`src/rtl/sprite_pkg.sv`:
```
// Shared types and defaults for the sprite line scheduler: FSM states and
// the unpacked per-sprite view of the packed position/enable ports.
package sprite_pkg;

  localparam int SPR_W_DEF = 32;
  localparam int SPR_H_DEF = 16;
  localparam int COORD_W   = 11;

  typedef enum logic [1:0] {
    IDLE   = 2'd0,
    FETCH  = 2'd1,
    COMMIT = 2'd2
  } sched_state_t;

  typedef struct packed {
    logic [COORD_W-1:0] x;
    logic [COORD_W-1:0] y;
    logic               en;
  } sprite_t;

endpackage

```
`src/rtl/sprite_row_match.sv`:
```
// Decides whether a sprite intersects the line being prefetched and which
// ROM row of that sprite the line needs.
module sprite_row_match
  import sprite_pkg::*;
#(
  parameter int SPR_H = SPR_H_DEF
) (
  input  logic [COORD_W-1:0] next_y,
  input  logic [COORD_W-1:0] spr_y,
  input  logic               spr_en,
  output logic               hit,
  output logic [3:0]         row
);

  logic [11:0] ny_s;
  logic [11:0] sy_s;
  logic [11:0] sy_end_s;
  logic [11:0] diff_s;

  // Widened by one bit so a sprite starting near 2047 never wraps to the top.
  assign ny_s     = {1'b0, next_y};
  assign sy_s     = {1'b0, spr_y};
  assign sy_end_s = sy_s + 12'(SPR_H);
  assign diff_s   = ny_s - sy_s;

  assign hit = spr_en && (ny_s >= sy_s) && (ny_s < sy_end_s);
  assign row = diff_s[3:0];

endmodule

```
`src/rtl/sprite_line_scheduler.sv`:
```
// Prefetches each sprite's next-line ROM row during blanking through one
// shared ROM, then paints from the committed row set during active video.
module sprite_line_scheduler
  import sprite_pkg::*;
#(
  parameter  int NUM_SPR  = 4,
  parameter  int SPR_W    = SPR_W_DEF,
  parameter  int SPR_H    = SPR_H_DEF,
  parameter  int V_ACTIVE = 480,
  localparam int IDW      = $clog2(NUM_SPR)
) (
  input  logic                       clk,
  input  logic                       rst,
  input  logic [10:0]                pix_x,
  input  logic [10:0]                pix_y,
  input  logic                       line_end,
  input  logic [NUM_SPR*11-1:0]      spr_x,
  input  logic [NUM_SPR*11-1:0]      spr_y,
  input  logic [NUM_SPR-1:0]         spr_en,
  output logic [IDW+3:0]             rom_addr,
  input  logic [SPR_W-1:0]           rom_data,
  output logic                       paint,
  output logic [IDW-1:0]             paint_id,
  output logic                       busy
);

  localparam int XW = $clog2(SPR_W);

  sched_state_t       state_q, state_d;
  logic [IDW-1:0]     i_q, i_d;
  logic [10:0]        next_y_q, next_y_d;
  logic [SPR_W-1:0]   shadow_word_q [NUM_SPR];
  logic [SPR_W-1:0]   shadow_word_d [NUM_SPR];
  logic [10:0]        shadow_x_q    [NUM_SPR];
  logic [10:0]        shadow_x_d    [NUM_SPR];
  logic [SPR_W-1:0]   active_word_q [NUM_SPR];
  logic [SPR_W-1:0]   active_word_d [NUM_SPR];
  logic [10:0]        active_x_q    [NUM_SPR];
  logic [10:0]        active_x_d    [NUM_SPR];
  logic               paint_q, paint_d;
  logic [IDW-1:0]     paint_id_q, paint_id_d;
  logic               busy_q, busy_d;

  sprite_t            spr_s [NUM_SPR];
  sprite_t            spr_sel_s;
  logic               hit_s;
  logic [3:0]         row_s;
  logic [IDW+3:0]     rom_addr_s;
  logic [11:0]        dx_s [NUM_SPR];
  logic [NUM_SPR-1:0] cover_s;

  always_comb begin
    for (int k = 0; k < NUM_SPR; k++) begin
      spr_s[k].x  = spr_x[k*11 +: 11];
      spr_s[k].y  = spr_y[k*11 +: 11];
      spr_s[k].en = spr_en[k];
    end
  end

  assign spr_sel_s = spr_s[i_q];

  sprite_row_match #(.SPR_H(SPR_H)) u_row_match (
    .next_y (next_y_q),
    .spr_y  (spr_sel_s.y),
    .spr_en (spr_sel_s.en),
    .hit    (hit_s),
    .row    (row_s)
  );

  always_comb begin
    state_d       = state_q;
    i_d           = i_q;
    next_y_d      = next_y_q;
    shadow_word_d = shadow_word_q;
    shadow_x_d    = shadow_x_q;
    active_word_d = active_word_q;
    active_x_d    = active_x_q;
    rom_addr_s    = '0;
    case (state_q)
      IDLE: begin
        if (line_end) begin
          next_y_d = (pix_y == 11'(V_ACTIVE - 1)) ? 11'd0 : pix_y + 11'd1;
          i_d      = '0;
          state_d  = FETCH;
        end else begin
          state_d = IDLE;
        end
      end
      FETCH: begin
        rom_addr_s         = hit_s ? {i_q, row_s} : {i_q, 4'b0000};
        shadow_word_d[i_q] = hit_s ? rom_data : '0;
        shadow_x_d[i_q]    = spr_sel_s.x;
        i_d                = i_q + IDW'(1);
        if (i_q == IDW'(NUM_SPR - 1)) begin
          state_d = COMMIT;
        end else begin
          state_d = FETCH;
        end
      end
      COMMIT: begin
        active_word_d = shadow_word_q;
        active_x_d    = shadow_x_q;
        state_d       = IDLE;
      end
      default: state_d = IDLE;
    endcase
    busy_d = (state_d != IDLE);
  end

  // Horizontal hit test per sprite; the descending scan leaves the lowest index.
  always_comb begin
    cover_s    = '0;
    paint_id_d = '0;
    for (int k = NUM_SPR - 1; k >= 0; k--) begin
      dx_s[k]    = {1'b0, pix_x} - {1'b0, active_x_q[k]};
      cover_s[k] = ({1'b0, pix_x} >= {1'b0, active_x_q[k]}) && (dx_s[k] < 12'(SPR_W)) &&
                   active_word_q[k][XW'(SPR_W - 1) - dx_s[k][XW-1:0]];
      if (cover_s[k]) begin
        paint_id_d = IDW'(k);
      end else begin
        paint_id_d = paint_id_d;
      end
    end
    paint_d = |cover_s;
  end

  always_ff @(posedge clk) begin
    if (rst) begin
      state_q    <= IDLE;
      i_q        <= '0;
      next_y_q   <= '0;
      paint_q    <= 1'b0;
      paint_id_q <= '0;
      busy_q     <= 1'b0;
      for (int k = 0; k < NUM_SPR; k++) begin
        shadow_word_q[k] <= '0;
        shadow_x_q[k]    <= '0;
        active_word_q[k] <= '0;
        active_x_q[k]    <= '0;
      end
    end else begin
      state_q       <= state_d;
      i_q           <= i_d;
      next_y_q      <= next_y_d;
      paint_q       <= paint_d;
      paint_id_q    <= paint_id_d;
      busy_q        <= busy_d;
      shadow_word_q <= shadow_word_d;
      shadow_x_q    <= shadow_x_d;
      active_word_q <= active_word_d;
      active_x_q    <= active_x_d;
    end
  end

  assign rom_addr = rom_addr_s;
  assign paint    = paint_q;
  assign paint_id = paint_id_q;
  assign busy     = busy_q;

endmodule

```
`config.mk`:
```
export PLATFORM = sky130hd
export DESIGN_NAME = sprite_line_scheduler
export DESIGN_NICKNAME = d
export VERILOG_FILES = /design/src/rtl/sprite_pkg.sv /design/src/rtl/sprite_row_match.sv /design/src/rtl/sprite_line_scheduler.sv
export SDC_FILE = /design/constraint.sdc
export NUM_CORES = 1
export LEC_CHECK = 0
export CAP_MARGIN = 10
export CELL_PAD_IN_SITES_DETAIL_PLACEMENT = 1
export CELL_PAD_IN_SITES_GLOBAL_PLACEMENT = 1
export CORE_ASPECT_RATIO = 0.8
export CORE_MARGIN = 5
export CORE_UTILIZATION = 28
export CTS_CLUSTER_DIAMETER = 120
export DETAILED_ROUTE_END_ITERATION = 8
export HOLD_SLACK_MARGIN = 0.15
export PLACE_DENSITY_LB_ADDON = 0.1
export SLEW_MARGIN = 20
export SYNTH_ARGS = -nofsm -noshare
export SYNTH_HDL_FRONTEND = slang
export SYNTH_SLANG_ARGS = --single-unit
```
`constraint.sdc`:
```
create_clock -name clk -period 8.6 [get_ports clk]
set_input_delay 1.29 -clock clk [delete_from_list [all_inputs] [get_ports clk]]
set_output_delay 1.29 -clock clk [all_outputs]
set_load 0.005 [all_outputs]
```
# Word-level counts from Yosys, hierarchy flattened
# Index checks and enable logic that the tools add are counted.
dict set report totals {
  reg_bits 363
  output_inout_bits 10
  wordCells 105
  in_bits 149
}
dict set report classes {
  n_addsub 12
  n_mux 29
  eq_ne 5
  n_lt_le_gt_ge 16
  reduce_logical 19
  n_bitwise 1
}
# cell n
set op_table {}
lappend op_table {{bitwise mux 128 bit} 1}
lappend op_table {{demux 32 bit (select 2 bit)} 1}
lappend op_table {{two-way mux 32 bit} 2}
lappend op_table {{greater-or-equal comparator 11 bit} 5}
lappend op_table {{less-than comparator 12 x 6 -> 1 bit, second input constant} 4}
lappend op_table {{subtractor 11 x 11 -> 12 bit} 4}
lappend op_table {{binary-select mux 23 bit (select 2 bit)} 1}
lappend op_table {{two-way mux 23 bit} 2}
lappend op_table {{bitwise mux 44 bit} 1}
lappend op_table {{less-than comparator 5 x 6 -> 1 bit, second input constant} 4}
lappend op_table {{demux 11 bit (select 2 bit)} 1}
lappend op_table {{two-way mux 11 bit} 2}
lappend op_table {{binary-select mux 1 bit (select 5 bit)} 4}
lappend op_table {{subtractor 5 bit, first input constant} 4}
lappend op_table {{adder 11 x 5 -> 12 bit, second input constant} 1}
lappend op_table {{less-than comparator 11 x 12 -> 1 bit} 1}
lappend op_table {{adder 11 x 1 -> 11 bit, second input constant} 1}
lappend op_table {{equality test 11 x 9 -> 1 bit, second input constant} 1}
lappend op_table {{logical AND 1 bit} 11}
lappend op_table {{two-way mux 2 bit} 4}
lappend op_table {{one-hot mux 2 bit (2 select lines)} 2}
lappend op_table {{two-way mux 1 bit} 6}
lappend op_table {{two-way mux 6 bit} 1}
lappend op_table {{equality test 2 bit, second input constant} 2}
lappend op_table {{14 further kinds} 16}

# Longest topological paths before layout
# Gate-level depths: netlist of run 1.
dict set report depth {
  depth_word 9
  depth_mapped 17
}

# Hierarchy
# From an unflattened synthesis of run 1, not the netlist that was laid out.
dict set report unflattened {
  hier_cells 2095
  hier_area_um2 17151.4
}
# module seq_area_each_um2 area_per_inst_um2 instances cells_per_inst
set by_module_without_submodules {}
lappend by_module_without_submodules {sprite_line_scheduler 7267.0 16530.9 1 2019}
lappend by_module_without_submodules {sprite_row_match 0.0 620.6 1 76}

# Worst setup path before layout of run 1
# No wires, ideal clock.
dict set report synth_timing {
  path_kind {flip-flop to output port}
  startpoint {register i_q[0]}
  endpoint {output port rom_addr[2]}
  stages_incl_launch_ff 15
  arrival_ns 3.553
  path_buffers 4
  required_ns 7.310
  setup_slack_ns 3.757
  cell_sequence {dfxtp_1 buf_4 buf_2 clkbuf_1 mux4_2 ha_1 nand2b_1 a21o_1 a21o_1 a211oi_1 o21bai_1 a31o_2 clkbuf_1 nand3_1 nor2_1}
}
dict set report synth_via {
  elab_chain_len 9
  word_cells_on_any_way 12
  classes_between {2 x add/sub; 2 x order compare; 5 x mux; 1 x bitwise; 2 x reduce/logical}
}
# item line_no
set synth_lines {}
lappend synth_lines {{from (decl)} sprite_line_scheduler.sv:30} ;# logic [IDW-1:0] i_q, i_d;
lappend synth_lines {{from (signal assigned)} sprite_line_scheduler.sv:143} ;# i_q <= i_d;
lappend synth_lines {{inverter 2 -> 3 bit (implied by the code) (*)} sprite_line_scheduler.sv:60} ;# assign spr_sel_s = spr_s[i_q];
lappend synth_lines {{binary-select mux 23 bit (select 2 bit) (*)} sprite_line_scheduler.sv:60}
lappend synth_lines {{two-way mux 23 bit (implied by the code) (*) (2 in series)} sprite_line_scheduler.sv:60}
lappend synth_lines {{adder 11 x 5 -> 12 bit / greater-or-equal comparator 11 bit (equally long branches)} {sprite_row_match.sv:23, sprite_row_match.sv:26}}
lappend synth_lines {{less-than comparator 11 x 12 -> 1 bit / logical AND 1 bit (equally long branches)} sprite_row_match.sv:26} ;# assign hit = spr_en && (ny_s >= sy_s) && (ny_s < sy_end_s);
lappend synth_lines {{logical AND 1 bit} sprite_row_match.sv:26}
lappend synth_lines {{two-way mux 4 bit (*)} sprite_line_scheduler.sv:90} ;# rom_addr_s = hit_s ? {i_q, row_s} : {i_q, 4'b0000};
lappend synth_lines {{two-way mux 6 bit (*)} sprite_line_scheduler.sv:79} ;# case (state_q)
lappend synth_lines {{to (decl)} sprite_line_scheduler.sv:20} ;# output logic [IDW+3:0] rom_addr,
# Every way passes the cells marked *; elsewhere a longest branch is shown, timed or not. The select of a mux whose other input is x is not followed.

# Worst setup path in the final report of run 1
dict set report layout_timing {
  startpoint {input port spr_y[33]}
  endpoint {output port rom_addr[2]}
}
dict set report layout_via {
  elab_chain_len 8
  word_cells_on_any_way 11
  classes_between {2 x add/sub; 2 x order compare; 5 x mux; 2 x reduce/logical}
}
# item line_no
set layout_lines {}
lappend layout_lines {{from (decl)} sprite_line_scheduler.sv:18} ;# input logic [NUM_SPR*11-1:0] spr_y,
lappend layout_lines {{binary-select mux 23 bit (select 2 bit) (*)} sprite_line_scheduler.sv:60}
lappend layout_lines {{two-way mux 23 bit (implied by the code) (*) (2 in series)} sprite_line_scheduler.sv:60}
lappend layout_lines {{adder 11 x 5 -> 12 bit / greater-or-equal comparator 11 bit (equally long branches)} {sprite_row_match.sv:23, sprite_row_match.sv:26}}
lappend layout_lines {{less-than comparator 11 x 12 -> 1 bit / logical AND 1 bit (equally long branches)} sprite_row_match.sv:26}
lappend layout_lines {{logical AND 1 bit} sprite_row_match.sv:26}
lappend layout_lines {{two-way mux 4 bit (*)} sprite_line_scheduler.sv:90}
lappend layout_lines {{two-way mux 6 bit (*)} sprite_line_scheduler.sv:79}
# Marked as above.

==> results of run 1 <==
-- power by group --
part           leakage, nW  switching (W)  internal [W]
registers             2.93      0.0000143       0.00169
logic                 3.30       0.000310      0.000179
clock network        0.720       0.000770       0.00112
total                 6.95        0.00109       0.00300
-- synth_stat cells (4+ instances only) --
library cell / number
o21ai_0: 24
inv_1: 71
mux4_1: 4
nand2_1: 587
nand3_1: 16
a221oi_1: 4
a22oi_1: 11
nand4_1: 136
dfxtp_1: 363
nor2_1: 50
xor2_1: 12
o21ai_1: 6
buf_2: 17
and3_1: 7
fa_1: 5
mux2i_1: 20
o2111ai_1: 4
a211oi_1: 5
nor2b_1: 9
o21a_1: 8
a21oi_1: 392
o21bai_1: 5
nor3_1: 10
mux2_2: 5
clkbuf_1: 137
a21o_1: 12
ha_1: 68
mux4_2: 52
nand2b_1: 11
xnor2_1: 19
and2_1: 9
buf_1: 10
a31oi_1: 8
-- worst max-delay path, cell delays in order --
cell	delay, ns
clkdlybuf4s50_1	0.40
mux4_2	0.48
ha_1	0.31
nand2b_1	0.10
a21o_1	0.11
a21o_1	0.11
a211oi_1	0.08
o21bai_1	0.20
a31o_4	0.17
buf_4	0.65
nand3_1	0.32
nor2_1	0.19
clkdlybuf4s50_1	0.52
-- registers in the layout, indices dropped and copies added (netlist names) --
| name | flops |
|---|---|
| active_x_q | 44 |
| paint_id | 2 |
| next_y_q | 11 |
| i_q | 2 |
| paint | 1 |
| state_q | 2 |
| active_word_q | 128 |
| busy | 1 |
| shadow_x_q | 44 |
| shadow_word_q | 128 |
-- final timing paths --
check,to,depth (start not counted)
worst max register to register,shadow_word_q[36],12
worst max-delay path,rom_addr[2],13
worst min-delay path,active_x_q[1],2
worst min register to register,active_x_q[1],2
-- cells by family after synthesis --
kind of cell / count (synthesis)
buffers and inverters: 239
muxes: 82
xor gates and xnor gates: 32
and+or+nand+nor: 857
DFF: 363
adders and majority gates: 73
AOI/OAI and AO/OA: 508
-- final cells by class --
class / count / area (sq um) / share of cell area [%]
clock buffer: 63 / 1280 / 6.05
multi-input combinational: 1552 / 9410 / 44.4
sequential: 363 / 7270 / 34.3
timing repair buffer: 176 / 1750 / 8.24
inverter: 73 / 274 / 1.29
clock inverter: 14 / 168 / 0.791
tap: 840 / 1050 / 4.96
-- per-layer routing --
metal	wire length (um)	global-route usage (%)	vias up
met5	21	0	-
met4	1490	4.88	4
met3	2600	2.94	88
met2	29300	30.2	253
met1	31400	26.0	7902
li1	-	-	7619
-- metrics by stage --
stage | hold WS (ns) | total power, W | setup slack (ns) | instances | cell area (sq um)
finish | 0.437 | 0.00409 | 2.39 | 3081 | 21200
global route | 0.467 | 0.00425 | 2.01 | 3081 | 21200
CTS | 0.448 | 0.00415 | 2.27 | 3081 | 21200
detailed placement | 0.444 | 0.00223 | 2.35 | 3004 | 19700
global placement | 0.437 | 0.00223 | 2.33 | 3004 | 19700
floorplan | 0.432 | 0.00202 | 3.76 | 2154 | 17600
==> results.tsv, run 1 <==
stage	metric	value	unit
sta	fin_tns_setup	0	ns
critical_path	r2r_setup_slack	3.53	ns
critical_path	end_kind	primary output	
synthesis	syn_avg_cell_area	8.15	sq um
cts	postCtsHoldBufs	0	
critical_path	cp-start-kind	input pin	
die	die_x	290	um
synthesis	synth_edf_count	0	
sta	fin_skew	0.0301	ns
critical_path	required	7.31	ns
place	portBuffers	158	
critical_path	path_max_fanout	72	
synthesis	ys_types	69	
die	core_region_area	62400	sq um
synthesis	synthXorXnorAreaFrac	1.64	%
hold_path	hold_class	reg2reg	
cells_and_area	syn_to_final_growth	20.7	%
detailed_routing	drtPass1Iterations	5	
synthesis	yosysTopAreaCell	dfxtp_1	
global_route	gr-usage-all-layers	18.6	%
synthesis	ys.flop_type	dfxtp_1	
sta	setup_viol	0	
synthesis	yosysSeqAreaShare	41.4	%
detailed_routing	postRouteAntennaNets	0	
sta	relSlewSlack	29.6	%
critical_path	r2r-start	i_q[0]	
sta	tightest_slew	1.06	ns
global_route	grt_pass1_wl	99300	um
synthesis	synthesis.area	17600	sq um
synthesis	yosysWarnings	0	
power_and_ir_drop	vdd_drop_max	0.000129	V
critical_path	critPathKind	in2out	
detailed_routing	vias	15900	
cts	clock_sinks	363	
cells_and_area	drive_above_1_share	7.18	%
power_and_ir_drop	p_per_area	193	nW/um^2
place	hpwl	42900	um
critical_path	crit_start	spr_y[33]	
cts	cts_buffer_depth	3	
synthesis	ys_seq_elements	363	
cts	cts-buffers-inserted	43	
synthesis	synthSimpleGateAreaFrac	21.6	%
cts	ctsRootBufferMaster	clkbuf_16	
cts	cts_tree	yes	
synthesis	synth_top_area_share	41.4	%
die	die_h	234	um
global_route	grt_max_degree	190	
sta	rsz0062_at_grt	no	
detailed_routing	vias_per_cell	5.15	
detailed_routing	wl_per_cell	21.0	um
die	dieArea	67800	sq um
die	ios	159	
hold_path	hold_start	shadow_x_q[1]	
run_status	status	finished, final reports clean	
cts	cts_resized	0	
synthesis	synth_top_family_by_area	simple AND/OR/NAND/NOR gates	
place	gp_congestion	0.762	
cells_and_area	utilization	34.0	%
cells_and_area	fillCellCount	7371	
sta	fmax	0.161	GHz
critical_path	cp.arrival	4.92	ns
die	rows	82	
run	drv_cap	0	
die	initial_core_util	28.1	%
detailed_routing	wl	64800	um
global_route	overflow	0	
global_route	antenna_found_initial	2	
sta	period_share	72.3	%
synthesis	synth_top_cells_by_area	dfxtp_1 41%, nand2_1 13%, a21oi_1 11%	
detailed_routing	first_iter_violations	830	
synthesis	synth-compound-area-share	15.9	%
cts	clk_latency	0.58	ns
cells_and_area	antennaDiodeCount	0	
cells_and_area	layout_common_cells	586 x nand2_1, 391 x a21oi_1, 362 x dfxtp_1, 157 x clkdlybuf4s50_1, 136 x nand4_1	
cells_and_area	final_nets	2431	
synthesis	synthAdderAreaFrac	5.42	%
cts	htreeDepth	2	
cts	post_cts_buffers	0	
synthesis	syn-num-nets	2376	
sta	finalWorstPathRequiredPeriod	6.21	ns
sta	drv_slew	0	
synthesis	ys_async_sr_fraction	0	%
cts	path_clk_slew	0.07	ns
synthesis	synthMuxAreaShare	8.79	%
synthesis	syn-instance-count	2154	
global_route	grt_pass1_vias	16200	
power_and_ir_drop	leakage	6.95	nW
cells_and_area	final_common_cell	nand2_1	
sta	final_hold_viol_count	0	
detailed_routing	drc	0	
Note: power is estimated with default switching activity, not from simulation.
==> run 2, diff against run 1 <==
==> constraint.sdc (replaced) <==
create_clock -name clk -period 5.37 [get_ports clk]
set_input_delay 0.8055 -clock clk [delete_from_list [all_inputs] [get_ports clk]]
set_output_delay 0.8055 -clock clk [all_outputs]
set_load 0.005 [all_outputs]
==> run 2 against run 1 <==
Net effect:
- register-to-register slack worse by 2.0 ns
- power up 61%
- highest routed layer is now met4
- worst setup slack worse by 2.0 ns
- sequential share of layout area fell by 0.25 points
- first-iteration DRC count is 12% higher
- combinational power rose by 66%
- worst hold slack gained 0.0052 ns
- global-route usage grew 0.18 points
- largest power group unchanged
- critical path type is now reg2out
- critical path depth shrank 2
- clock-buffer cell count fell by 3
- utilization rose by 0.24 points
==> results.tsv, run 2 (synthesized netlist as in run 1, its figures left out) <==
stage	metric	value	unit
die	rows	82	
sta	fmax	0.201	GHz
sta	finalWorstPathRequiredPeriod	4.99	ns
critical_path	r2r-start	i_q[0]	
power_and_ir_drop	fin_total_pwr	0.00658	W
critical_path	r2r_setup_slack	1.56	ns
sta	setup_viol	0	
sta	tightest_slew	1.07	ns
sta	fin_tns_setup	0	ns
cts	ctsRootBufferMaster	clkbuf_16	
critical_path	end_kind	primary output	
global_route	met2_usage	30.2	%
detailed_routing	vias	15900	
die	die_h	234	um
cts	post_cts_buffers	0	
die	dieArea	67800	sq um
run_status	status	finished, final reports clean	
critical_path	cp_top_family	buffers and inverters	
detailed_routing	wl_per_cell	21.3	um
die	die_x	290	um
sta	drv_slew	0	
place	gp_congestion	0.801	
critical_path	critPathBufInv	2	
cells_and_area	layout_common_cells	586 x nand2_1, 391 x a21oi_1, 362 x dfxtp_1, 157 x clkdlybuf4s50_1, 136 x nand4_1	
hold_path	min_path_cells	2	
sta	final_hold_viol_count	0	
detailed_routing	drc	0	
power_and_ir_drop	leakage	7.03	nW
sta	relSlewSlack	28.4	%
cts	clock_sinks	363	
hold_path	hold_class	reg2reg	
cells_and_area	drive_above_1_share	7.81	%
detailed_routing	drtPass1Iterations	7	
critical_path	crit_slowest_cell	mux4_2	
critical_path	rr_worst_depth	11	
sta	rsz0062_at_grt	no	
global_route	grt_max_degree	173	
cts	cts-buffers-inserted	43	
detailed_routing	wl	65900	um
detailed_routing	postRouteAntennaNets	0	
cells_and_area	final_nets	2444	
critical_path	r2r_end	shadow_word_q[8]	
place	portBuffers	158	
cts	cts_tree	yes	
power_and_ir_drop	p_per_area	308	nW/um^2
detailed_routing	vias_per_cell	5.14	
detailed_routing	first_iter_violations	927	
sta	fin_skew	0.0151	ns
global_route	met3_usage	2.13	%
cells_and_area	final_common_cell	nand2_1	
die	initial_core_util	28.1	%
hold_path	hold_end	active_word_q[79]	
cts	cts_resized	0	
cts	postCtsHoldBufs	0	
global_route	gr-usage-all-layers	18.8	%
hold_path	hold_start	shadow_word_q[79]	
critical_path	required	4.56	ns
critical_path	slowest_delay	0.58	ns
cts	path_clk_slew	0.06	ns
cells_and_area	top_regs	active_word_q: 128 flops, shadow_word_q: 128 flops	
critical_path	cp.arrival	4.18	ns
critical_path	path_cells	buf_4 > mux4_2 > xnor2_1 > ha_1 > a211o_1 > a31oi_1 > o21ai_0 > a21oi_4 > nand3_1 > nor2_1 > clkdlybuf4s50_1	
sta	period_share	92.9	%
critical_path	path_max_fanout	9	
place	hpwl	42900	um
global_route	grt_pass1_vias	16100	
run	drv_cap	0	
cells_and_area	utilization	34.2	%
critical_path	critPathKind	reg2out	
cts	cts_buffer_depth	3	
cts	htreeDepth	2	
global_route	grt.met1_usage	27.3	%
die	core_region_area	62400	sq um
global_route	overflow	0	
die	ios	159	
global_route	antenna_found_initial	3	
critical_path	cp-start-kind	flip-flop	
global_route	grt_pass1_wl	99800	um
cells_and_area	syn_to_final_growth	21.6	%
global_route	busiest_layer	met2	
power_and_ir_drop	vdd_drop_max	0.000211	V
cts	clk_latency	0.59	ns
run 2: worst max-delay path by stage:
stage	slack, ns	startpoint	cells past startpoint	end
finish	0.38	i_q[0]	11	rom_addr[2]
CTS	0.29	i_q[0]	11	rom_addr[2]
global placement	0.42	spr_y[37]	12	rom_addr[0]
floorplan	1.01	i_q[0]	14	rom_addr[2]
global route	0.03	i_q[0]	11	rom_addr[3]
detailed placement	0.39	spr_y[27]	12	rom_addr[2]
run 2: worst reg2reg max path, stage by stage, from the launching register on:
cell and delay, ns:
dfxtp_2 0.55, buf_4 0.29, mux4_2 0.59, xnor2_1 0.19, ha_1 0.28, a211o_1 0.27
a31oi_1 0.13, o21ai_0 0.17, a21oi_4 0.24, buf_12 0.45, nand4_1 0.40, a21oi_1 0.19
run 2: area by class of cell:
class	count	area [sq um]
well taps	840	1050
clock buffers	60	1250
repair buffers	189	1890
flip-flops and latches	363	7270
clock inverters	17	203
multi-input cells	1552	9410
fillers	7410	41000
diodes	1	2.50
inverters	73	274
run 2: through the flow:
step / instances / hold slack, ns / worst slack [ns] / instance area (sq um)
after floorplan: 2154 / 0.432 / 1.01 / 17600
after global placement: 3016 / 0.436 / 0.424 / 19900
after detailed placement: 3016 / 0.445 / 0.390 / 19900
after CTS: 3093 / 0.441 / 0.290 / 21300
after global routing: 3094 / 0.457 / 0.0284 / 21300
final: 3095 / 0.442 / 0.383 / 21400
run 2: routing by layer:
metal  share of wire [%]  vias to the layer above  routed length [um]
met5                   0                        -                   0
met4                 1.8                        0                1170
met3                 3.0                       74                1970
met2                  45                      219               29500
met1                  50                     7977               33300
li1                    -                     7627                   -
run 2: where the power goes:
| group | leakage [nW] | switching, W | internal (W) |
|---|---|---|---|
| Combinational | 3.38 | 0.000511 | 0.000299 |
| Sequential | 2.93 | 0.0000173 | 0.00271 |
| Clock | 0.719 | 0.00126 | 0.00178 |
